**src/rtl/mult_div_unit.sv**
```systemverilog
// Iterative signed multiply (radix-2 Booth) and divide (restoring) engine.
// It delivers the 64-bit HI/LO result pair to the multicycle control unit.
module mult_div_unit #(
    parameter int WIDTH = 32
) (
    input  logic             clock,
    input  logic             reset,
    input  logic [WIDTH-1:0] op_a,
    input  logic [WIDTH-1:0] op_b,
    input  logic             mult_start,
    input  logic             div_start,
    output logic [WIDTH-1:0] result_hi,
    output logic [WIDTH-1:0] result_lo,
    output logic             busy,
    output logic             done,
    output logic             div_zero
);

    localparam int CW = (WIDTH > 1) ? $clog2(WIDTH) : 1;
    localparam logic [CW-1:0]    CNT_ZERO = {CW{1'b0}};
    localparam logic [CW-1:0]    CNT_ONE  = {{(CW-1){1'b0}}, 1'b1};
    localparam logic [CW-1:0]    CNT_LAST = CW'(WIDTH - 1);
    localparam logic [WIDTH-1:0] W_ZERO   = {WIDTH{1'b0}};
    localparam logic [WIDTH-1:0] W_ONE    = {{(WIDTH-1){1'b0}}, 1'b1};

    typedef enum logic [1:0] {
        S_IDLE   = 2'd0,
        S_MULT   = 2'd1,
        S_DIV    = 2'd2,
        S_FINISH = 2'd3
    } state_t;

    function automatic logic [WIDTH-1:0] negate(input logic [WIDTH-1:0] v);
        return ~v + W_ONE;
    endfunction

    // Magnitude of a two's complement value; -2^(WIDTH-1) maps to 2^(WIDTH-1) unsigned.
    function automatic logic [WIDTH-1:0] magnitude(input logic [WIDTH-1:0] v);
        return v[WIDTH-1] ? negate(v) : v;
    endfunction

    state_t           state_r;
    logic [CW-1:0]    count_r;
    logic [WIDTH-1:0] mcand_r;     // multiplicand, or divisor magnitude
    logic [WIDTH-1:0] acc_hi_r;    // Booth P_hi, or partial remainder
    logic [WIDTH-1:0] acc_lo_r;    // Booth P_lo, or dividend/quotient shifter
    logic             q_m1_r;
    logic             neg_q_r;
    logic             neg_r_r;
    logic [WIDTH-1:0] res_hi_r;
    logic [WIDTH-1:0] res_lo_r;
    logic             busy_r;
    logic             done_r;
    logic             div_zero_r;

    logic [WIDTH:0]   hi_ext_s;
    logic [WIDTH:0]   mc_ext_s;
    logic [WIDTH:0]   booth_sum_s;
    logic [WIDTH-1:0] booth_hi_s;
    logic [WIDTH-1:0] booth_lo_s;
    logic [WIDTH:0]   div_trial_s;
    logic [WIDTH-1:0] div_rem_s;
    logic [WIDTH-1:0] div_quo_s;
    logic [WIDTH-1:0] quo_fix_s;
    logic [WIDTH-1:0] rem_fix_s;

    assign hi_ext_s = {acc_hi_r[WIDTH-1], acc_hi_r};
    assign mc_ext_s = {mcand_r[WIDTH-1], mcand_r};

    // Booth add/subtract step on the sign-extended upper half.
    always_comb begin
        booth_sum_s = hi_ext_s;
        case ({acc_lo_r[0], q_m1_r})
            2'b01:   booth_sum_s = hi_ext_s + mc_ext_s;
            2'b10:   booth_sum_s = hi_ext_s - mc_ext_s;
            default: booth_sum_s = hi_ext_s;
        endcase
    end

    assign booth_hi_s  = booth_sum_s[WIDTH:1];
    assign booth_lo_s  = {booth_sum_s[0], acc_lo_r[WIDTH-1:1]};
    assign div_trial_s = {acc_hi_r, acc_lo_r[WIDTH-1]} - {1'b0, mcand_r};

    // Restoring divide step: keep the trial difference only when it did not borrow.
    always_comb begin
        div_rem_s = W_ZERO;
        div_quo_s = W_ZERO;
        if (!div_trial_s[WIDTH]) begin
            div_rem_s = div_trial_s[WIDTH-1:0];
            div_quo_s = {acc_lo_r[WIDTH-2:0], 1'b1};
        end else begin
            div_rem_s = {acc_hi_r[WIDTH-2:0], acc_lo_r[WIDTH-1]};
            div_quo_s = {acc_lo_r[WIDTH-2:0], 1'b0};
        end
    end

    assign quo_fix_s = neg_q_r ? negate(div_quo_s) : div_quo_s;
    assign rem_fix_s = neg_r_r ? negate(div_rem_s) : div_rem_s;

    // Control FSM with datapath registers and registered status outputs.
    always_ff @(posedge clock) begin
        if (reset) begin
            state_r    <= S_IDLE;
            count_r    <= CNT_ZERO;
            mcand_r    <= W_ZERO;
            acc_hi_r   <= W_ZERO;
            acc_lo_r   <= W_ZERO;
            q_m1_r     <= 1'b0;
            neg_q_r    <= 1'b0;
            neg_r_r    <= 1'b0;
            res_hi_r   <= W_ZERO;
            res_lo_r   <= W_ZERO;
            busy_r     <= 1'b0;
            done_r     <= 1'b0;
            div_zero_r <= 1'b0;
        end else begin
            done_r     <= 1'b0;
            div_zero_r <= 1'b0;
            case (state_r)
                S_IDLE: begin
                    if (mult_start) begin
                        mcand_r  <= op_a;
                        acc_hi_r <= W_ZERO;
                        acc_lo_r <= op_b;
                        q_m1_r   <= 1'b0;
                        count_r  <= CNT_ZERO;
                        busy_r   <= 1'b1;
                        state_r  <= S_MULT;
                    end else if (div_start && (op_b != W_ZERO)) begin
                        mcand_r  <= magnitude(op_b);
                        acc_hi_r <= W_ZERO;
                        acc_lo_r <= magnitude(op_a);
                        neg_q_r  <= op_a[WIDTH-1] ^ op_b[WIDTH-1];
                        neg_r_r  <= op_a[WIDTH-1];
                        count_r  <= CNT_ZERO;
                        busy_r   <= 1'b1;
                        state_r  <= S_DIV;
                    end else if (div_start) begin
                        // Divide by zero: results keep their previous values.
                        done_r     <= 1'b1;
                        div_zero_r <= 1'b1;
                        busy_r     <= 1'b1;
                        state_r    <= S_FINISH;
                    end else begin
                        busy_r <= 1'b0;
                    end
                end
                S_MULT: begin
                    acc_hi_r <= booth_hi_s;
                    acc_lo_r <= booth_lo_s;
                    q_m1_r   <= acc_lo_r[0];
                    count_r  <= count_r + CNT_ONE;
                    if (count_r == CNT_LAST) begin
                        res_hi_r <= booth_hi_s;
                        res_lo_r <= booth_lo_s;
                        done_r   <= 1'b1;
                        state_r  <= S_FINISH;
                    end
                end
                S_DIV: begin
                    acc_hi_r <= div_rem_s;
                    acc_lo_r <= div_quo_s;
                    count_r  <= count_r + CNT_ONE;
                    if (count_r == CNT_LAST) begin
                        res_hi_r <= rem_fix_s;
                        res_lo_r <= quo_fix_s;
                        done_r   <= 1'b1;
                        state_r  <= S_FINISH;
                    end
                end
                S_FINISH: begin
                    busy_r  <= 1'b0;
                    state_r <= S_IDLE;
                end
                default: begin
                    busy_r  <= 1'b0;
                    state_r <= S_IDLE;
                end
            endcase
        end
    end

    assign result_hi = res_hi_r;
    assign result_lo = res_lo_r;
    assign busy      = busy_r;
    assign done      = done_r;
    assign div_zero  = div_zero_r;

endmodule

```
**config.mk**
```make
export PLATFORM = sky130hd
export DESIGN_NAME = mult_div_unit
export DESIGN_NICKNAME = d
export VERILOG_FILES = /design/src/rtl/mult_div_unit.sv
export SDC_FILE = /design/constraint.sdc
export NUM_CORES = 1
export LEC_CHECK = 0
export ABC_AREA = 0
export BUFFER_PORTS_ARGS = -buffer_cell sky130_fd_sc_hd__buf_2
export CORE_MARGIN = 10
export CORE_UTILIZATION = 50
export CTS_CLUSTER_SIZE = 24
export DETAILED_ROUTE_END_ITERATION = 6
export GPL_ROUTABILITY_DRIVEN = 0
export HOLD_SLACK_MARGIN = 0.03
export PLACE_DENSITY_LB_ADDON = 0.1
export SYNTH_ARGS = -nofsm -noshare
export SYNTH_HDL_FRONTEND = slang
export SYNTH_SLANG_ARGS = --single-unit
export TNS_END_PERCENT = 100
```
**constraint.sdc**
```tcl
create_clock -name clock -period 4.5 [get_ports clock]
set_clock_uncertainty 0.15 [all_clocks]
set_input_delay 0.675 -clock clock [delete_from_list [all_inputs] [get_ports clock]]
set_output_delay 0.675 -clock clock [all_outputs]
set_load 0.01 [all_outputs]
```
==> impl_metrics.tcl, run 1 <==
set metrics [dict create \
    drc 0 \
    cp-startpoint "acc_lo_r[31]" \
    max_cap_violations 0 \
    nets 2623 \
    crit_type "reg -> reg" \
    syn-cell-area_um2 16270 \
    ys.flop_type "dfxtp_1" \
    drive_above_1_share 0.2089 \
    setup_viol 0 \
    gr-usage-all-layers 0.3043 \
    ant_nets 0 \
    die_area_um2 40160 \
    start_kind "flip-flop" \
    syn_inst 2285 \
    dr.pass1.iters 7 \
    cp_max_fo 6 \
    synth-edff-count 0 \
    drv_slew 0 \
    hold_violations 0 \
    clk_pin_slew_ns 0.07 \
    slowest_stage "fa_2" \
    postSynthAreaPerCell_um2 7.121 \
    port_buffers 134 \
    crit_path_end "result_hi[18]" \
    clockBufferDepth 2 \
    synth.distinct_cells 90 \
    dpl_cell_area_um2 18450 \
    slew-limit-headroom 0.3347 \
    r2r-start "acc_lo_r[31]" \
    io_pins 135 \
    ff2ff_setup_slack_ns 0.02 \
    antenna_cells 0 \
    reg2reg_depth 21 \
    place_inst 2886 \
    r2r_end "result_hi[18]" \
    status "complete, no violations" \
    worstSetupEndpointType "flip-flop" \
    drt-initial-drc-count 1966 \
    p_leak_uw 0.008105 \
    grt-ovfl-total 0 \
    die_w_um 200.4 \
    rsz0062_at_grt "yes" \
    yosysWarnings 0 \
    max_freq_ghz 0.2232 \
    h-tree-depth 4 \
    numCtsBuffers 17 \
    fin_crit_sh 0.9957 \
    cts_num_sinks 173 \
    worstPathRequired_ns 4.67 \
    drt-total-wl_mm 64.45 \
    antenna_found_initial 0 \
    crit_chain "inv_2, ha_2, inv_1, fa_2, a211oi_4, o311ai_4, a31o_2, a31o_4, a41oi_4, xnor2_4, mux2_4, inv_4, ha_4, nand2_1, nor2_2, nand2_1, mux2_4, buf_6, o31ai_4, xor2_1, o21ai_0" \
    layout_min_cycle_time_ns 4.481 \
    grt_start_max_net_pins 154 \
    wl_per_cell_um 22.04 \
    fin_cells 2924 \
    vias 18798 \
    core_area_um2 31800 \
    viasPerCell 6.429 \
    async_flop_share 0 \
    vdd_drop_max_mv 0.5119 \
    worst_slew_pin_slew_ns 0.9966 \
    area_delta_synth_final_pct 20.92 \
    grt_pass1_wl_mm 99.85 \
    worstPathArrival_ns 4.65 \
    synth_nets 2432 \
    synth-seq-cells 173 \
    cts_tree "done" \
    start_util 0.5117 \
    insertion_delay_ns 0.47 \
    dpl.hpwl_mm 47.98 \
    ys_seq_area_frac 0.2129 \
    row_count 65 \
    holdWs_ns 0.3100 \
    slowest_delay_ns 0.37 \
    power.density_nw_per_um2 667.9 \
    die_h_um 200.4 \
    first_global_vias 17706 \
    hold_path.class "reg -> reg" \
    clock_tree.root_cell "clkbuf_16" \
    fin_area_um2 19670 \
]
-- what timing repair did --
item,CTS,global route
hold buffers,0,0
setup endpoints to repair,23,47
pin swaps,2,23
gates resized for setup,11,116
setup buffers,0,6
-- through the flow --
| stage | setup slack, ns | util | total power [uW] | TNS (ns) |
|---|---|---|---|---|
| after detailed placement | -0.1897 | 0.5802 | 10780 | -1.321 |
| after CTS | 0.0009566 | 0.6016 | 12440 | 0 |
| final | 0.01935 | 0.6187 | 13140 | 0 |
| after global routing | -0.1329 | 0.6187 | 13940 | -1.132 |
| after floorplan | 0.02772 | - | 7775 | 0 |
| after global placement | -0.01528 | 0.5802 | 10660 | -0.04621 |
-- cell usage after synthesis (all sizes together) (26+ instances only) --
cell type  instances  area, um^2
a211oi            84       640.6
o31ai             38       304.0
nor2             244       915.9
a31oi             28       175.2
nand2            266       998.5
buf               35       180.2
ha                77       963.4
mux2i             43       430.4
a221oi            32       280.3
dfxtp            173        3463
clkbuf           125       469.2
xor2              96       840.8
nand3             42       210.2
o21ai            169       845.8
a22o              31       271.5
inv               81       304.0
or3               26       167.7
xnor2             83       734.5
a21oi            198       998.5
nor3              68       340.3
a22oi             35       262.8
-- metal layers --
metal	global-route usage	part of all wire	up-vias
li1	-	-	8712
met1	0.3931	0.41	8844
met2	0.4814	0.45	1059
met3	0.06254	0.099	183
met4	0.1309	0.045	0
met5	0	0	-
-- cells in the final DEF, fill, tap and decap left out, drive strengths merged, types with 19 or more instances in the layout --
master | netlist | layout
a21oi | 198 | 198
nand3 | 42 | 42
buf | 35 | 332
nor3 | 68 | 68
inv | 81 | 89
and3 | 19 | 19
nand2b | 22 | 22
a221oi | 32 | 32
o21ai | 169 | 169
nand2 | 266 | 266
xor2 | 96 | 96
a22oi | 35 | 35
nor4 | 19 | 19
a22o | 31 | 31
mux2i | 43 | 43
a31oi | 28 | 28
nor2 | 244 | 244
dfxtp | 173 | 173
o31ai | 38 | 38
xnor2 | 83 | 83
a211oi | 84 | 84
a21o | 21 | 21
or3 | 26 | 26
ha | 77 | 77
-- kinds of logic after synthesis --
| family | share of synthesized area |
|---|---|
| mux | 0.03337 |
| xor+xnor | 0.09682 |
| compound gates | 0.3149 |
| buf+inv | 0.05929 |
| simple gates | 0.2211 |
| fa+ha+maj | 0.06167 |
| flops | 0.2129 |
-- critical path, delay by kind of cell, from the launching register on --
kind | cells | cell delay (ns)
simple gates | 3 | 0.27
buf+inv | 4 | 0.34
mux | 2 | 0.69
fa+ha+maj | 3 | 0.67
flops | 1 | 0.33
xor+xnor | 2 | 0.36
compound gates | 7 | 1.53
-- where the power goes --
part | total, uW | switching [uW] | internal (uW) | leakage [uW]
logic | 9400 | 5780 | 3620 | 0.00640
clock network | 1570 | 812 | 760 | 0.000300
registers | 2170 | 413 | 1760 | 0.00141
total | 13100 | 7000 | 6140 | 0.00811
-- state kept, by name, indices dropped and copies added (netlist names) --
name,count
busy,1
state_r,2
mcand_r,32
count_r,5
result_hi,32
neg_r_r,1
q_m1_r,1
result_lo,32
div_zero,1
acc_lo_r,32
done,1
acc_hi_r,32
neg_q_r,1
-- cell type report --
type | count | area (um^2)
Fill cell | 2910 | 12130
Timing Repair Buffer | 332 | 2207
Inverter | 84 | 320.3
Tap cell | 435 | 544.3
Clock buffer | 17 | 425.4
Clock inverter | 15 | 190.2
Sequential cell | 173 | 3475
Multi-Input combinational cell | 1868 | 12510
-- worst min-delay path by stage --
stage | startpoint | depth (start not counted) | slack, ns | end
after global routing | result_lo[21] | 1 | 0.34 | result_lo[21]
after global placement | result_lo[3] | 2 | 0.29 | result_lo[3]
after CTS | result_lo[3] | 2 | 0.31 | result_lo[3]
final | result_lo[3] | 2 | 0.31 | result_lo[3]
after detailed placement | result_lo[3] | 2 | 0.30 | result_lo[3]
after floorplan | count_r[4] | 2 | 0.29 | count_r[4]
(Power assumes the default switching activity.)
==> run 2, diff against run 1 <==
- MAX_ROUTING_LAYER: not set -> met4
==> impl_metrics.tcl, run 2 (synthesis gave the netlist of run 1 again) <==
set metrics [dict create \
    status "finished with violations" \
    violations "design-rule violations" \
    core_area_um2 31800 \
    total_power_uw 13160 \
    drt-total-wl_mm 64.54 \
    wl_per_cell_um 22.07 \
    fin_crit_sh 0.9892 \
    layout_commonest_cell "nand2_1" \
    drv_slew 0 \
    nets 2623 \
    insertion_delay_ns 0.47 \
    grt-ovfl-total 0 \
    rsz0062_at_grt "yes" \
    fin_area_um2 19700 \
    row_count 65 \
    setup_viol 0 \
    antenna_found_initial 0 \
    hold_path.class "reg -> reg" \
    start_kind "flip-flop" \
    cp_max_fo 6 \
    dpl.hpwl_mm 47.98 \
    crit_type "reg -> reg" \
    worstPathRequired_ns 4.66 \
    slowest_delay_ns 0.42 \
    worstSetupEndpointType "flip-flop" \
    io_pins 135 \
    worstPathArrival_ns 4.62 \
    num-fill-cells 2900 \
    first_global_vias 17675 \
    final_cell_mix "264 x nand2_1, 239 x nor2_1, 195 x buf_4" \
    area_delta_synth_final_pct 21.08 \
    crit_chain "inv_1, buf_4, fa_2, a211oi_4, o311ai_4, a31o_2, a31o_4, a41oi_4, xnor2_4, mux2_4, inv_4, ha_4, nand2_1, nor2_2, nand2_1, mux2_4, buf_6, o31ai_4, xor2_1, o21ai_0" \
    hold_buffers 0 \
    power.density_nw_per_um2 667.9 \
    numCtsBuffers 17 \
    viasPerCell 6.381 \
    drive_above_1_share 0.2101 \
    grt_pass1_wl_mm 99.97 \
    max_freq_ghz 0.2246 \
    slew-limit-headroom 0.3203 \
    die_w_um 200.4 \
    drc 1 \
    vdd_drop_max_mv 0.5154 \
    clk_pin_slew_ns 0.07 \
    gr-usage-all-layers 0.3131 \
    clock_tree.root_cell "clkbuf_16" \
    layout_min_cycle_time_ns 4.451 \
    die_h_um 200.4 \
    max_cap_violations 0 \
    holdWs_ns 0.3090 \
    hold_violations 0 \
    start_util 0.5117 \
    h-tree-depth 4 \
    postLayoutCoreUtil 0.6195 \
    port_buffers 134 \
    path_buf_inv 4 \
    dr.pass1.iters 7 \
    cts_num_sinks 173 \
    ant_nets 0 \
    cts_tree "done" \
    vias 18657 \
    antenna_cells 0 \
    p_leak_uw 0.008108 \
    clockBufferDepth 2 \
    worst_slew_pin_slew_ns 1.018 \
    drt-initial-drc-count 1900 \
    grt_start_max_net_pins 154 \
    slowest_stage "fa_2" \
    dpl_cell_area_um2 18450 \
    cpLargestDelayFamily "compound AO/OA/AOI/OAI gates" \
    die_area_um2 40160 \
]
==> run 2: final cells by class <==
| class | instances | area (um^2) | area share |
|---|---|---|---|
| multi-input cells | 1868 | 12530 | 0.6363 |
| flip-flops and latches | 173 | 3478 | 0.1766 |
| repair buffers | 332 | 2207 | 0.1120 |
| well taps | 435 | 544.3 | 0.02763 |
| clock buffers | 17 | 425.4 | 0.02159 |
| inverters | 84 | 320.3 | 0.01626 |
| clock inverters | 15 | 190.2 | 0.009654 |
==> run 2: path summary, 6_finish.rpt <==
| check | startpoint | endpoint | slack (ns) | cells past startpoint |
|---|---|---|---|---|
| setup / recovery | mcand_r[1] | result_hi[18] | 0.05 | 20 |
| hold / removal | result_lo[3] | result_lo[3] | 0.31 | 2 |
| setup reg to reg | mcand_r[1] | result_hi[18] | 0.05 | 20 |
| hold reg to reg | result_lo[3] | result_lo[3] | 0.31 | 2 |
==> run 2: worst min-delay path, cell delays in order (launching register included) <==
cell and delay [ns]:
dfxtp_1 0.33, nand2_1 0.05, o21ai_0 0.06
==> run 2: per-stage QoR <==
stage | setup TNS, ns | setup slack, ns | cells
CTS | 0 | 0.0009566 | 2918
finish | 0 | 0.04850 | 2924
global placement | -0.04621 | -0.01528 | 2886
floorplan | 0 | 0.02772 | 2285
global route | -0.6389 | -0.1428 | 2924
detailed placement | -1.321 | -0.1897 | 2886
==> run 2: repair_timing <==
| item | CTS | global route |
|---|---|---|
| setup buffers | 0 | 6 |
| endpoints found under the setup margin | 23 | 47 |
| pin swaps | 2 | 36 |
| gates resized for setup | 11 | 124 |
==> run 2: report_power, final <==
| part | total (uW) | switching, uW | internal [uW] |
|---|---|---|---|
| Combinational | 9420 | 5790 | 3630 |
| Sequential | 2170 | 415 | 1760 |
| Clock | 1570 | 807 | 760 |
| Total | 13200 | 7010 | 6150 |
==> run 2: routing by layer <==
layer,vias to the layer above,global-route usage,wire [um]
li1,8711,-,-
met1,8801,0.4004,27020
met2,970,0.4818,28710
met3,175,0.05061,5858
met4,0,0.1309,2940
met5,-,-,0
